<file path="config.mk">
export PLATFORM = sky130hd
export DESIGN_NAME = alu_flat
export DESIGN_NICKNAME = d
export VERILOG_FILES = /design/src/rtl/alu_if.sv /design/src/rtl/alu.sv /design/src/flat_wrapper.sv
export SDC_FILE = /design/constraint.sdc
export NUM_CORES = 1
export LEC_CHECK = 0
export ABC_AREA = 0
export BUFFER_PORTS_ARGS = -buffer_cell sky130_fd_sc_hd__buf_2
export CORE_ASPECT_RATIO = 1.25
export CORE_MARGIN = 5
export CORE_UTILIZATION = 30
export CTS_CLUSTER_SIZE = 8
export DETAILED_ROUTE_END_ITERATION = 16
export GPL_ROUTABILITY_DRIVEN = 1
export PLACE_DENSITY = 0.48
export SLEW_MARGIN = 20
export SYNTH_ARGS = -nofsm -noshare
export SYNTH_HDL_FRONTEND = slang
export SYNTH_SLANG_ARGS = --single-unit
export TNS_END_PERCENT = 30
</file>
<file path="constraint.sdc">
create_clock -name clk -period 0.8 [get_ports clk]
set_input_delay 0.16 -clock clk [delete_from_list [all_inputs] [get_ports clk]]
set_output_delay 0.16 -clock clk [all_outputs]
set_load 0.01 [all_outputs]
</file>
<file path="src/rtl/alu_if.sv">
// Execute-stage ALU bus: decoded instruction fields and operands in, registered result/branch out.
interface alu_if #(
  parameter int XLEN = 32
);
  logic [6:0]      opcode;
  logic [2:0]      funct3;
  logic [6:0]      funct7;
  logic [XLEN-1:0] src_a;
  logic [XLEN-1:0] src_b;
  logic [XLEN-1:0] result;
  logic            branch;

  modport master (
    output opcode, funct3, funct7, src_a, src_b,
    input  result, branch
  );

  modport slave (
    input  opcode, funct3, funct7, src_a, src_b,
    output result, branch
  );
endinterface

</file>
<file path="src/rtl/alu.sv">
// RV32I integer ALU: decodes opcode/funct3/funct7, computes result and branch-taken flag,
// both registered with one cycle of latency.
module alu #(
  parameter int XLEN = 32
) (
  input  logic  clk,
  input  logic  rst_n,
  alu_if.slave  bus
);

  localparam logic [6:0] OP_R      = 7'b0110011;
  localparam logic [6:0] OP_I      = 7'b0010011;
  localparam logic [6:0] OP_BRANCH = 7'b1100011;
  localparam logic [6:0] OP_JAL    = 7'b1101111;
  localparam logic [6:0] OP_JALR   = 7'b1100111;
  localparam logic [6:0] OP_LOAD   = 7'b0000011;
  localparam logic [6:0] OP_STORE  = 7'b0100011;
  localparam logic [6:0] OP_AUIPC  = 7'b0010111;
  localparam logic [6:0] OP_LUI    = 7'b0110111;

  logic [XLEN-1:0] result_d, result_q;
  logic            branch_d, branch_q;

  logic [4:0]      shamt;
  logic [XLEN-1:0] sum;
  logic [XLEN-1:0] diff;
  logic            lt_signed;
  logic            lt_unsigned;
  logic            alt;
  logic [XLEN-1:0] alu_op_result;
  logic            unused_funct7;

  assign shamt         = bus.src_b[4:0];
  assign sum           = bus.src_a + bus.src_b;
  assign diff          = bus.src_a - bus.src_b;
  assign lt_signed     = $signed(bus.src_a) < $signed(bus.src_b);
  assign lt_unsigned   = bus.src_a < bus.src_b;
  assign alt           = bus.funct7[5];
  assign unused_funct7 = ^{bus.funct7[6], bus.funct7[4:0]};

  // Shared R/I funct3 decode; subtract is only legal for the register form.
  always_comb begin
    alu_op_result = '0;
    unique case (bus.funct3)
      3'b000: alu_op_result = (alt && bus.opcode == OP_R) ? diff : sum;
      3'b001: alu_op_result = bus.src_a << shamt;
      3'b010: alu_op_result = {{(XLEN-1){1'b0}}, lt_signed};
      3'b011: alu_op_result = {{(XLEN-1){1'b0}}, lt_unsigned};
      3'b100: alu_op_result = bus.src_a ^ bus.src_b;
      3'b101: alu_op_result = alt ? XLEN'($signed(bus.src_a) >>> shamt)
                                  : bus.src_a >> shamt;
      3'b110: alu_op_result = bus.src_a | bus.src_b;
      3'b111: alu_op_result = bus.src_a & bus.src_b;
      default: alu_op_result = '0;
    endcase
  end

  always_comb begin
    result_d = '0;
    branch_d = 1'b0;
    case (bus.opcode)
      OP_R, OP_I: result_d = alu_op_result;
      OP_BRANCH: begin
        result_d = diff;
        case (bus.funct3)
          3'b000:  branch_d = (bus.src_a == bus.src_b);
          3'b001:  branch_d = (bus.src_a != bus.src_b);
          3'b100:  branch_d = lt_signed;
          3'b101:  branch_d = !lt_signed;
          3'b110:  branch_d = lt_unsigned;
          3'b111:  branch_d = !lt_unsigned;
          default: branch_d = 1'b0;
        endcase
      end
      OP_JAL: begin
        result_d = sum;
        branch_d = 1'b1;
      end
      OP_JALR: begin
        result_d = {sum[XLEN-1:1], 1'b0};
        branch_d = 1'b1;
      end
      OP_LOAD, OP_STORE, OP_AUIPC: result_d = sum;
      OP_LUI:  result_d = bus.src_b;
      default: begin
        result_d = '0;
        branch_d = 1'b0;
      end
    endcase
  end

  always_ff @(posedge clk or negedge rst_n) begin
    if (!rst_n) begin
      result_q <= '0;
      branch_q <= 1'b0;
    end else begin
      result_q <= result_d;
      branch_q <= branch_d;
    end
  end

  assign bus.result = result_q;
  assign bus.branch = branch_q;

endmodule

</file>
<file path="src/flat_wrapper.sv">
// flat-port wrapper written by rule: the top's interface ports become plain ports
module alu_flat 
#(
  parameter int XLEN = 32
)
  (clk, rst_n, bus_opcode, bus_funct3, bus_funct7, bus_src_a, bus_src_b, bus_result, bus_branch);
  alu_if #(.XLEN(XLEN)) bus_i ();
  input  logic clk;
  input  logic rst_n;
  input wire logic [$bits(bus_i.opcode)-1:0] bus_opcode;
  input wire logic [$bits(bus_i.funct3)-1:0] bus_funct3;
  input wire logic [$bits(bus_i.funct7)-1:0] bus_funct7;
  input wire logic [$bits(bus_i.src_a)-1:0] bus_src_a;
  input wire logic [$bits(bus_i.src_b)-1:0] bus_src_b;
  output wire logic [$bits(bus_i.result)-1:0] bus_result;
  output wire logic [$bits(bus_i.branch)-1:0] bus_branch;
  assign bus_i.opcode = bus_opcode;
  assign bus_i.funct3 = bus_funct3;
  assign bus_i.funct7 = bus_funct7;
  assign bus_i.src_a = bus_src_a;
  assign bus_i.src_b = bus_src_b;
  assign bus_result = bus_i.result;
  assign bus_branch = bus_i.branch;
  alu #(.XLEN(XLEN)) u_core (.clk(clk), .rst_n(rst_n), .bus(bus_i));
endmodule
</file>
# --- Word level (Yosys, flattened, before mapping) ---
# Cells that the tools add are included.
word_totals:
  output_inout_bits: 33
  input_bits: 83
  wordCells: 43
  reg_bits: 33
op_classes:
  order_cmp: 2
  add_sub_neg: 2
  shifts: 3
  n_eq_ne: 18
  bitwise: 3
  mux: 6
  n_reduce_logical: 7
op_table:
  columns: ["op", "n"]
  rows:
  - ["$pmux 32 s8", 1]
  - ["$pmux 32 s5", 1]
  - ["$lt 32x32->1", 2]
  - ["$mux 32", 2]
  - ["$add 32x32->32", 1]
  - ["$and 32x32->32", 1]
  - ["$eq 32x32->1", 1]
  - ["$ne 32x32->1", 1]
  - ["$or 32x32->32", 1]
  - ["$shl 32x5->32", 1]
  - ["$shr 32x5->32", 1]
  - ["$sshr 32x5->32", 1]
  - ["$sub 32x32->32", 1]
  - ["$xor 32x32->32", 1]
  - ["$eq 7x6->1 const B", 3]
  - ["$eq 7x7->1 const B", 3]
  - ["$eq 7x5->1 const B", 2]
  - ["$eq 3x3->1 const B", 4]
  - ["$eq 7x2->1 const B", 1]
  - ["$eq 3x2->1 const B", 2]
  - ["$pmux 1 s6", 1]
  - ["$reduce_or 2->1", 2]
  - ["$reduce_or 4->1", 1]
  - ["$eq 3x1->1 const B", 1]
  - ["other kinds (4)", 5]

# --- Longest topological paths before layout ---
depth:
  word_depth: 5
  ltp_mapped: 17
  mapped_depth_nobuf: 14

# --- Least setup slack after synthesis ---
# No wires, ideal clock.
synth_path:
  path_kind: "input -> register"
  startpoint: "in bus_src_b[2]"
  endpoint: "reg u_core.result_q[28], in the netlist u_core.bus.result[28]"
  stages: 17
  arrival_time_ps: 3477
  required_ps: 680
  path_slack_ps: -2796
  setup_time_ps: 120
  path_buffers: 5
  path_cell_list: "buf_2 -> buf_2 -> inv_2 -> buf_2 -> buf_1 -> ha_1 -> buf_6 -> a21o_1 -> a21oi_4 -> o21ai_2 -> a31oi_4 -> o2111a_1 -> a21oi_1 -> a21o_1 -> a221o_1 -> a22o_1 -> a31o_1"
synth_via:
  elab_chain_cells: 4
  word_cells_on_any_way: 9
  classes_between: "add/sub (2); shift (3); mux (4)"
synth_lines:
  columns: ["element", "line_no", "source"]
  rows:
  - ["start: declaration", "flat_wrapper.sv:14", "input wire logic [$bits(bus_i.src_b)-1:0] bus_src_b;"]
  - ["$add 32x32->32, or another cell as far along", "alu.sv:34", "assign sum = bus.src_a + bus.src_b;"]
  - ["$mux 32 (on tied branches)", "alu.sv:45, alu.sv:50", null]
  - ["$pmux 32 s8", "alu.sv:44", "unique case (bus.funct3)"]
  - ["$pmux 32 s5 *", "alu.sv:61", "case (bus.opcode)"]
  - ["net u_core.result_d[28]", "alu.sv:21", "logic [XLEN-1:0] result_d, result_q;"]
  - ["end signal: assignment", "alu.sv:97", "result_q <= result_d;"]
  - ["end: declaration", "alu.sv:21", null]
# Mark *: on every way through the listed nets, which the timed path passes. The rest lies on a longest branch.

# --- Final worst setup path ---
layout_path:
  startpoint: "in bus_src_a[7]"
  endpoint: "reg u_core.result_q[30], in the netlist u_core.bus.result[30]"
layout_via:
  elab_chain_cells: 4
  word_cells_on_any_way: 9
  classes_between: "add/sub (2); shift (3); mux (4)"
layout_lines:
  columns: ["element", "line_no", "source"]
  rows:
  - ["start: declaration", "flat_wrapper.sv:13", "input wire logic [$bits(bus_i.src_a)-1:0] bus_src_a;"]
  - ["$add 32x32->32, or another cell as far along", "alu.sv:34", null]
  - ["$mux 32 (on tied branches)", "alu.sv:45, alu.sv:50", null]
  - ["$pmux 32 s8", "alu.sv:44", null]
  - ["$pmux 32 s5 *", "alu.sv:61", null]
  - ["net u_core.result_d[30]", "alu.sv:21", null]
# Marked as above.

==> metrics.md <==
| Metric | Value |
|---|---|
| TritonCTS Sinks | 33 |
| Fin crit share | 3.24 |
| Synth top area share | 0.110 |
| # fillers | 3,612 |
| Mean Syn Cell Area | 7.03 um^2 |
| Final core utilization | 0.511 |
| Failing checks | setup timing |
| Die area | 40,600 um^2 |
| CTS root buf | clkbuf_16 |
| Layout cells sized above 1 | 0.477 |
| Final Hold Fails | 0 |
| CTS tree | built |
| Worst-path fanout max | 4 |
| Worst-margin pin slew | 0.735 ns |
| CTS clk-pin slew, worst paths | 0.07 ns |
| Worst hold path class | input port to register |
| Startpoint Class | input port |
| Max_slew headroom | 0.505 |
| Most used DFF post-synth | dfrtp_1 |
| H-tree Lvls | 2 |
| Routed Antenna Nets | 0 |
| Fin crit period | 2.59 ns |
| Post-DP HPWL | 53,800 um |
| Die X | 181 um |
| Power per cell area | 954 nW/um^2 |
| Final WL | 65,300 um |
| Synthesis Warnings | 0 |
| Starting DRT DRC Count | 1,366 |
| Largest net degree at the start of global routing | 61 |
| EDFF count, synth | 0 |
| Critical Path End Type | register |
| Num rows | 78 |
| Area leader, netlist | ha_1 |
| Num ports | 116 |
| Leakage | 8.48 nW |
| Die H | 224 um |
| TNS Setup | -57.77 ns |
| Synthesis-to-layout area growth | 68.7% |
| GR Util All Layers | 0.307 |
| Diode count | 0 |
| PnR Total Power | 17.7 mW |
| RSZ-0062 raised after global routing | true |
| RD Place Congestion | 1.02 |
| Top cells by area, synth | ha_1 11%, mux4_2 9.6%, a21oi_1 8.1%, dfrtp_1 7.5%, o21ai_0 7.4% |
| Pre-CTS WS | -2.53 ns |
| Synth async-reset ratio | 1.00 |
| Port Buffers | 109 |
| Clock buffer depth | 2 |
| Max Cap Viol | 0 |
| Fmax | 0.386 GHz |
| Placed Cells | 2,626 |
| Via count | 15,200 |
| DR WL/cell | 24.4 um |
| Num CTS Buffers | 5 |
| Status | finished, violations left |
| DR DRC count | 0 |
| Initial Util | 0.303 |
| Storage element area | 826 um^2 |
| Non-Filler Instances | 2,675 |
| Vias in the first global route | 15,100 |
| Final setup margin | -1.79 ns |
| Mapped Cells | 1,563 |
| Multi-input combinational cell area | 10,700 um^2 |
| Post-synthesis sequential area ratio | 0.0751 |
| Post-Syn Nets | 1,745 |
| Crit Path Category | input port to register |
| Slew Viols, Final | 0 |
| Worst vdd ir | 0.000738 V |
| Worst EP required | 0.98 ns |
| First-pass GRT wire length | 95,600 um |
| Synthesized flop and latch total | 33 |
| Total gr overflow | 0 |
| First-pass iteration count of the detailed router | 7 |
| Critical Path AT | 2.77 ns |
| Yosys cell types | 92 |
| Fin nets | 2,376 |
| Initial antenna violation count | 1 |
| Final setup viols | 66 |
| Netlist Area Pre-Place | 11,000 um^2 |
| Vias per cell | 5.68 |
| Core area | 36,300 um^2 |
[state kept, by name, summed over array words and instances (netlist names)]
name / flops
u_core.bus.result: 32
u_core.bus.branch: 1
[where the power goes]
group	internal [mW]	leakage (nW)	switching [mW]	total, mW
Sequential	1.76	0.447	0.0301	1.79
Clock	1.33	0.0799	0.935	2.26
Combinational	6.41	7.96	7.22	13.6
[through the flow]
step | hold slack, ns | cell area (um^2)
after floorplan | -0.136 | 11200
after CTS | 0.194 | 17900
after global routing | 0.216 | 18500
after global placement | -0.00621 | 16400
final | 0.207 | 18500
after detailed placement | -0.000874 | 16400
[cells in the final DEF, fill, tap and decap left out, drive strengths merged, types with 24 or more instances in the layout]
cell type,n
mux2i,52
xnor2,50
nand2,156
a21oi,179
a211oi,27
buf,747
o21ai,171
inv,97
a221oi,31
dfrtp,33
mux4,47
ha,97
nor2,163
o211ai,24
nand3,28
nor3,35
[per-layer routing]
metal,up-vias,share of wire,track usage
li1,7021,-,-
met1,7439,0.43,0.406
met2,606,0.48,0.530
met3,131,0.057,0.0302
met4,2,0.036,0.0969
met5,-,0.00011,0
[synthesized netlist by cell type (16+ instances only)]
library cell    n
a211oi_1       26
a21o_1         16
a21oi_1       177
a221oi_1       29
a22oi_1        17
buf_2          28
clkbuf_1       68
dfrtp_1        33
ha_1           97
inv_1          93
mux2i_1        52
mux4_2         47
nand2_1       155
nand2b_1       16
nand3_1        27
nor2_1        163
nor3_1         31
o211ai_1       23
o21ai_0       162
xnor2_1        50
[area by class of cell]
class | count | area share
flip-flops and latches | 33 | 0.0445
well taps | 480 | 0.0324
repair buffers | 748 | 0.318
clock inverters | 1 | 0.000270
multi-input cells | 1306 | 0.575
inverters | 100 | 0.0223
clock buffers | 7 | 0.00823
[final timing paths]
kind                                from                              end  slack, ns  depth (start not counted)
worst max-delay path        bus_src_a[7]  u_core.bus.result[30]$_DFF_PN0_      -1.79                         16
max in group asynchronous          rst_n  u_core.bus.result[23]$_DFF_PN0_       0.14                          3
min in group asynchronous          rst_n   u_core.bus.result[5]$_DFF_PN0_       0.22                          2
worst min-delay path       bus_src_b[13]  u_core.bus.result[13]$_DFF_PN0_       0.21                          4
[worst max-delay path, stage by stage]
cell and delay (ns):
buf_8 0.08, clkinvlp_4 0.13, ha_4 0.32, buf_4 0.11, nor2b_2 0.03, or4_1 0.41, o21ai_2 0.19, buf_6 0.13
o31ai_4 0.08, a2111oi_4 0.31, buf_4 0.18, o221ai_2 0.10, xor2_1 0.21, nor2_1 0.08, a221oi_2 0.17, nand2_1 0.07
[cells by family (layout without fill, tap and decap cells)]
group	count (synthesis)	after routing	synth area share
AOI/OAI and AO/OA	587	587	0.342
and+or+nand+nor	462	462	0.190
buffers and inverters	224	856	0.0863
muxes	104	104	0.149
adders and majority gates	99	99	0.114
xor gates and xnor gates	54	54	0.0430
DFF	33	33	0.0751
[timing repair]
| action | 4_1_cts | 5_1_grt |
|---|---|---|
| endpoints found under the hold margin | 33 | 0 |
| hold buffers | 1 | 0 |
| cloned | 4 | 0 |
| setup buffers | 28 | 14 |
| pin swaps | 85 | 57 |
| endpoints found under the setup margin | 66 | 66 |
| gates resized for setup | 265 | 112 |
(Power assumes the default switching activity.)
